File: src/rtl/elastic_skid_fifo.sv
// DEPTH-entry circular elastic buffer on a valid/ready stream, with optional
// zero-latency bypass when empty, fill level, almost-full and synchronous flush.
module elastic_skid_fifo #(
    parameter int DWIDTH   = 8,
    parameter int DEPTH    = 4,
    parameter int BYPASS   = 1,
    parameter int AFULL_TH = DEPTH - 1
) (
    input  logic                         clk,
    input  logic                         rstn,
    input  logic                         i_flush,
    input  logic [DWIDTH-1:0]            i_data,
    input  logic                         i_valid,
    output logic                         o_ready,
    output logic [DWIDTH-1:0]            o_data,
    output logic                         o_valid,
    input  logic                         i_ready,
    output logic [$clog2(DEPTH+1)-1:0]   o_count,
    output logic                         o_afull
);

    localparam int CW = $clog2(DEPTH + 1);
    localparam int PW = $clog2(DEPTH);
    localparam logic [CW-1:0] FULL_CNT  = CW'(DEPTH);
    localparam logic [CW-1:0] AFULL_CNT = CW'(AFULL_TH);
    localparam logic [PW-1:0] LAST_PTR  = PW'(DEPTH - 1);
    localparam logic          BYP_EN    = (BYPASS != 0);

    logic [DWIDTH-1:0] mem_q [DEPTH];
    logic [CW-1:0]     count_q, count_d;
    logic [PW-1:0]     wr_ptr_q, wr_ptr_d;
    logic [PW-1:0]     rd_ptr_q, rd_ptr_d;
    logic              ready_en_q;

    logic push;
    logic pop;
    logic bypass_path;
    logic byp_beat;
    logic store;
    logic pop_mem;

    function automatic logic [PW-1:0] ptr_inc(input logic [PW-1:0] p);
        // Explicit wrap so non-power-of-two depths work.
        return (p == LAST_PTR) ? '0 : p + 1'b1;
    endfunction

    // o_ready depends only on registers and i_flush: no combinational path
    // from either handshake input.
    assign o_ready     = ready_en_q & (count_q != FULL_CNT) & ~i_flush;
    assign push        = i_valid & o_ready;
    assign bypass_path = BYP_EN & (count_q == '0);

    always_comb begin
        o_valid = 1'b0;
        o_data  = mem_q[rd_ptr_q];
        if (bypass_path) begin
            o_valid = push;
            o_data  = i_data;
        end else begin
            o_valid = (count_q != '0) & ~i_flush;
        end
    end

    assign pop      = o_valid & i_ready;
    assign byp_beat = bypass_path & push & i_ready;
    assign store    = push & ~byp_beat;
    assign pop_mem  = pop & ~bypass_path;

    always_comb begin
        count_d  = count_q;
        wr_ptr_d = wr_ptr_q;
        rd_ptr_d = rd_ptr_q;
        if (i_flush) begin
            count_d  = '0;
            wr_ptr_d = '0;
            rd_ptr_d = '0;
        end else begin
            if (store) begin
                wr_ptr_d = ptr_inc(wr_ptr_q);
            end
            if (pop_mem) begin
                rd_ptr_d = ptr_inc(rd_ptr_q);
            end
            if (store && !pop_mem) begin
                count_d = count_q + 1'b1;
            end else if (pop_mem && !store) begin
                count_d = count_q - 1'b1;
            end
        end
    end

    always_ff @(posedge clk) begin
        if (!rstn) begin
            count_q    <= '0;
            wr_ptr_q   <= '0;
            rd_ptr_q   <= '0;
            ready_en_q <= 1'b0;
            for (int i = 0; i < DEPTH; i++) begin
                mem_q[i] <= '0;
            end
        end else begin
            count_q    <= count_d;
            wr_ptr_q   <= wr_ptr_d;
            rd_ptr_q   <= rd_ptr_d;
            ready_en_q <= 1'b1;
            if (store) begin
                mem_q[wr_ptr_q] <= i_data;
            end
        end
    end

    assign o_count = count_q;
    assign o_afull = (count_q >= AFULL_CNT);

endmodule

File: config.mk
export PLATFORM = sky130hd
export DESIGN_NAME = elastic_skid_fifo
export DESIGN_NICKNAME = d
export VERILOG_FILES = /design/src/rtl/elastic_skid_fifo.sv
export SDC_FILE = /design/constraint.sdc
export NUM_CORES = 1
export LEC_CHECK = 0
export CORE_ASPECT_RATIO = 1.1
export CORE_UTILIZATION = 49
export DETAILED_ROUTE_END_ITERATION = 10
export PLACE_DENSITY_LB_ADDON = 0.1
export SETUP_SLACK_MARGIN = 0.15
export SLEW_MARGIN = 20
export SYNTH_ARGS = -nofsm -noshare
export SYNTH_HDL_FRONTEND = slang
export SYNTH_SLANG_ARGS = --single-unit
export TNS_END_PERCENT = 10
File: constraint.sdc
create_clock -name clk -period 2.34 [get_ports clk]
set_input_delay 0.468 -clock clk [delete_from_list [all_inputs] [get_ports clk]]
set_output_delay 0.468 -clock clk [all_outputs]
set_load 0.03 [all_outputs]
==> flow_summary.ini, run 1 <==
[status]
status = complete, no violations

[timing]
fin_skew_ns = 0.00636
tightest_slew_ns = 0.570
rsz0062_at_grt = true
fin_crit_ns = 2.18
setup_ws_ns = 0.163
finalSetupViolCount = 0
tns_ns = 0
period_share_pct = 93.0
drv_slew = 0
hold_ws_ns = 0.511
hold_viol = 0
fmax_mhz = 459
maxSlewHeadroom_pct = 61.9

[finish]
final_layout_size_suffix_gt1_share_pct = 38.7
nNetsFinal = 215
fillers = 281
antenna_cells = 0
fin_util_pct = 69.3
area_growth_pct = 31.2

[detailed_routing]
ant_nets = 0
vias = 1295
vias_per_cell = 5.20
routed_wl_mm = 4.16
wl_per_cell_microns = 16.7
drtPass1Iterations = 4
drc = 0
drt_iter0_markers = 74

[min_path]
hold_class = reg2reg
whs_path_depth = 2

[floorplan]
core_area_sq_mm = 0.00374
die-area_sq_mm = 0.00429
die_h_microns = 68.6
rows = 23
io_pins = 27
fp.dieW_microns = 62.5
initial_core_util_pct = 52.8

[cts]
clk_pin_slew_ns = 0.07
cts_buffers = 5
cts-root-buf = clkbuf_8
clkLatencyLatePin_ns = 0.28
tritoncts = done
htreeDepth = 2
cts_hold_buf = 0
cts.sinks = 42
clk_path_buf_depth = 2

[placed_design]
place_ws_ns = -0.149
place.port_buffers = 26
hpwl_mm = 2.99
gp_congestion = 0.796

[grt]
grt_pass1_wl_mm = 6.73
gr-max-usage-layer = met2
grt_antenna_before_repair = 0
first_global_vias = 1370
grt_max_degree = 15
grt_util_met1_pct = 25.4
grt_use_total_pct = 21.9
grtUsageMet2_pct = 42.0
grt_overflow_total = 0
use_met3_pct = 4.93

[synth]
synth_area_leaders = edfxtp_1 (49%), dfxtp_1 (10%), mux4_2 (9.1%)
syn_area_sq_mm = 0.00197
synth_common_cells = edfxtp_1 (32), nor2_1 (29), nand2_1 (15)
yosysSeqAreaShare_pct = 58.8
netlist_instances = 149
synth_top_area_share_pct = 48.7
yosysTopAreaCell = edfxtp_1
syn_nets = 166
ys_warn_count = 0
synthDistinctLibCells = 29
synth-main-ff-cell = edfxtp_1
synth.avg_cell_area_sq_um = 13.3
synth-seq-cells = 42
async_reset_ff_share_pct = 0
yosys.cell_count.top_type = edfxtp_1
synth_edf_count = 32

[setup_path]
r2r_cells = 10
worstSetupEndpointType = flop
setup.worst_path.class = reg2reg
endpoint = o_count[2]
crit_arrival_ns = 2.38
regToRegSetupSlack_ns = 0.16
r2r_start = o_count[1]
critPathRequiredTime_ns = 2.54
cp-startpoint = o_count[1]
setup.worst_path.start_class = flop
regToRegEndpoint = o_count[2]
crit_fanout = 2

[power]
vdd_drop_max_mv = 0.343
power.density_mw_per_mm2 = 567
p_clk_share_pct = 29.2
p_int_mw = 1.13
power.share.sequential_pct = 56.4
p_leak_nw = 1.01
p_sw_mw = 0.342
comb_power_share_pct = 14.3
p_sw_share_pct = 23.3

[job]
drv_cap = 0
## through the flow
step / total power [mW] / instances / cell area [sq um]
after global routing: 1.53 / 249 / 2590
after CTS: 1.47 / 249 / 2550
after global placement: 1.05 / 238 / 2480
final: 1.47 / 249 / 2590
after detailed placement: 1.05 / 238 / 2480
after floorplan: 0.951 / 149 / 2010
## kinds of logic after synthesis
family,share of synthesized area (%)
flops,58.8
compound gates,3.61
xor+xnor,0.887
simple gates,16.2
buf+inv,2.34
mux,15.2
fa+ha+maj,2.92
## area by class of cell
| class | count | area (sq um) | area share, % |
|---|---|---|---|
| Inverter | 2 | 7.51 | 0.290 |
| Sequential cell | 42 | 1170 | 45.2 |
| Timing Repair Buffer | 49 | 484 | 18.7 |
| Clock inverter | 2 | 8.76 | 0.338 |
| Tap cell | 50 | 62.6 | 2.41 |
| Multi-Input combinational cell | 98 | 785 | 30.3 |
| Clock buffer | 6 | 72.6 | 2.80 |
## state kept, by name, summed over array words and instances (netlist names), named ones only
name,cells
mem_q,32
rd_ptr_q,2
wr_ptr_q,2
ready_en_q,1
o_count,3
## worst max-delay path: stages, from the launching register on
cell      delay [ns]
dfxtp_4         0.36
nor3_4          0.19
buf_6           0.13
nand2b_4        0.11
or2_4           0.12
ha_4            0.13
inv_2           0.04
fa_2            0.38
xor2_1          0.17
or3_1           0.34
a21oi_1         0.13
## layer usage
metal | routed length [microns] | share of wire [%] | vias up
met4 | 11 | 0.26 | 0
met1 | 1660 | 40 | 632
li1 | - | - | 628
met5 | 0 | 0 | -
met3 | 161 | 3.9 | 2
met2 | 2330 | 56 | 33
## timing repair
| item | in CTS | in global routing |
|---|---|---|
| gates resized for setup | 46 | 21 |
| pin swaps | 6 | 0 |
| endpoints found under the hold margin | 0 | 0 |
| endpoints found under the setup margin | 9 | 9 |
| buffers inserted | 3 | 0 |
## worst min-delay path by stage
stage                startpoint           to
floorplan           rd_ptr_q[0]         flop
global placement    rd_ptr_q[0]  rd_ptr_q[0]
detailed placement  rd_ptr_q[0]  rd_ptr_q[0]
CTS                 rd_ptr_q[0]         flop
global route        rd_ptr_q[0]         flop
finish              rd_ptr_q[0]         flop
## power by group through the flow
stage	Combinational, mW	Clock, mW	Sequential, mW
after floorplan	0.105	0	0.846
after global placement	0.200	0	0.845
after detailed placement	0.205	0	0.847
after CTS	0.199	0.438	0.829
after global routing	0.226	0.469	0.831
final	0.211	0.430	0.829
## cells in the final DEF (no fill, tap or decap), types with 2 or more instances in the layout
cell | synthesis | layout
a21oi_1 | 4 | 4
buf_12 | 0 | 4
buf_4 | 0 | 22
buf_6 | 1 | 7
clkbuf_8 | 0 | 5
clkdlybuf4s50_1 | 0 | 13
dfxtp_1 | 10 | 6
dfxtp_2 | 0 | 2
dfxtp_4 | 0 | 2
dlygate4sd2_1 | 0 | 2
edfxtp_1 | 32 | 32
ha_1 | 3 | 2
inv_2 | 0 | 2
mux2_2 | 8 | 8
mux2i_1 | 3 | 3
mux4_2 | 8 | 8
nand2_1 | 15 | 15
nor2_1 | 29 | 29
nor2_2 | 8 | 8
o21ai_0 | 2 | 2
or3_1 | 4 | 4
or3b_1 | 2 | 2
xor2_1 | 2 | 2
Power figures use the tool's default switching activity.
==> inputs of run 2 (changes only) <==
--- a/config.mk
+++ b/config.mk
@@ -5,8 +5,11 @@
 export SDC_FILE = /design/constraint.sdc
 export NUM_CORES = 1
 export LEC_CHECK = 0
+export CAP_MARGIN = 0
+export CELL_PAD_IN_SITES_DETAIL_PLACEMENT = 1
+export CELL_PAD_IN_SITES_GLOBAL_PLACEMENT = 2
 export CORE_ASPECT_RATIO = 1.1
-export CORE_UTILIZATION = 49
+export CORE_UTILIZATION = 33
 export DETAILED_ROUTE_END_ITERATION = 10
 export PLACE_DENSITY_LB_ADDON = 0.1
 export SETUP_SLACK_MARGIN = 0.15
==> flow_summary.ini, run 2 (same netlist as run 1, synthesis figures left out) <==
[floorplan]
fp.dieW_microns = 75.8
io_pins = 27
core_area_sq_mm = 0.00577
initial_core_util_pct = 34.2
die_h_microns = 83.1
die-area_sq_mm = 0.00630
rows = 29

[cts]
cts-root-buf = clkbuf_8
tritoncts = done
cts_buffers = 5
clk_pin_slew_ns = 0.07
cts.sinks = 42
clkLatencyLatePin_ns = 0.29
htreeDepth = 2
clk_path_buf_depth = 2
cts_hold_buf = 0

[min_path]
hold_class = reg2reg

[power]
p_sw_share_pct = 24.2
power.density_mw_per_mm2 = 573
comb_power_share_pct = 13.8
power.share.sequential_pct = 55.9
p_sw_mw = 0.359
p_int_mw = 1.13
p_leak_nw = 0.997
p_clk_share_pct = 30.3
vdd_drop_max_mv = 0.209

[timing]
drv_slew = 0
finalSetupViolCount = 0
hold_viol = 0
maxSlewHeadroom_pct = 73.8
fin_skew_ns = 0.00634
tightest_slew_ns = 0.391
rsz0062_at_grt = true
period_share_pct = 92.8
fmax_mhz = 460
fin_crit_ns = 2.17
hold_ws_ns = 0.505

[setup_path]
worstSetupEndpointType = output port
worst_path_max_delay_cell = mux4_2
setup.worst_path.start_class = flop
crit_family = multiplexers
path_cells = buf_12 > mux4_2 > mux2_2 > buf_4
crit_fanout = 8
max_stage_delay_ns = 0.50
critical_path_buf_inv_count = 2
critPathRequiredTime_ns = 1.87
crit_arrival_ns = 1.70
setup.worst_path.class = reg2out

[grt]
grt_antenna_before_repair = 0
grt_use_total_pct = 16.4
grt_overflow_total = 0
first_global_vias = 1407
grt_max_degree = 16
grt_pass1_wl_mm = 7.26

[detailed_routing]
vias_per_cell = 4.83
routed_wl_mm = 4.58
vias = 1333
drtPass1Iterations = 4
ant_nets = 0
drc = 0
drt_iter0_markers = 45
wl_per_cell_microns = 16.6

[placed_design]
gp_congestion = 0.728
hpwl_mm = 3.42
dp.cells = 266
place.port_buffers = 26

[job]
drv_cap = 0

[finish]
nNetsFinal = 215
final_layout_size_suffix_gt1_share_pct = 37.7
area_growth_pct = 31.3
final_common_cell = edfxtp_1
antenna_cells = 0
final_cell_mix = edfxtp_1 (32), nor2_1 (29), buf_4 (24)
regMostFlops = mem_q
largest_register_ffs = 32
fin_cells = 276

[status]
status = complete, no violations
## run 2: cell types whose count changed in the layout (fill, tap and decap cells not counted), moves of 2 or more
cell / delta
buf_2: +2
buf_12: -2
clkdlybuf4s50_1: +2
buf_6: -2
dlygate4sd2_1: -2
buf_4: +2
## run 2: final cells by class
class / instances / area [sq um]
Tap cell: 77 / 96.3
Multi-Input combinational cell: 98 / 788
Inverter: 2 / 7.51
Clock buffer: 7 / 76.3
Timing Repair Buffer: 49 / 449
Clock inverter: 1 / 3.75
Fill cell: 610 / 3180
Sequential cell: 42 / 1170
## run 2: worst register-to-register path, delay by kind of cell (launching register included)
kind	cells	cell delay [ns]
AND/OR/NAND/NOR	4	0.72
AO/OA/AOI/OAI	1	0.14
adder cells (fa/ha/maj)	2	0.45
XOR/XNOR	1	0.15
flip-flops	1	0.38
buffers and inverters	2	0.17
## run 2: worst paths after layout
| check | startpoint | to | slack (ns) | cells after the start |
|---|---|---|---|---|
| max | flop | o_data[0] | 0.17 | 4 |
| min | rd_ptr_q[0] | flop | 0.50 | 2 |
| max reg2reg | o_count[2] | o_count[2] | 0.26 | 10 |
| min reg2reg | rd_ptr_q[0] | flop | 0.50 | 2 |
## run 2: timing repair
item,CTS,global route
setup endpoints to repair,8,9
setup buffers,0,2
gates resized for setup,48,8
pin swaps,0,2
## run 2: through the flow
stage	setup slack (ns)	total power, mW	instance area (sq um)	util [%]	setup TNS (ns)
detailed placement	-0.151	1.05	2500	43.3	-1.52
global route	0.112	1.55	2590	44.9	0
global placement	-0.102	1.05	2500	43.3	-0.977
finish	0.168	1.49	2590	44.9	0
CTS	0.139	1.50	2560	44.4	0
floorplan	0.159	0.951	2010	-	0
## run 2: power by group through the flow
| stage | Sequential (mW) | Combinational [mW] | Clock (mW) |
|---|---|---|---|
| floorplan | 0.846 | 0.105 | 0 |
| global placement | 0.847 | 0.201 | 0 |
| detailed placement | 0.849 | 0.204 | 0 |
| CTS | 0.832 | 0.201 | 0.465 |
| global route | 0.833 | 0.221 | 0.497 |
| finish | 0.830 | 0.205 | 0.450 |
## run 2: per-layer routing
layer / vias to the layer above / part of all wire, % / track usage (%) / wire length, microns
met5: - / 0 / 0 / 0
li1: 628 / - / - / -
met2: 25 / 57 / 29.8 / 2590
met1: 672 / 38 / 18.1 / 1760
met3: 8 / 3.0 / 4.00 / 139
met4: 0 / 1.9 / 5.05 / 86
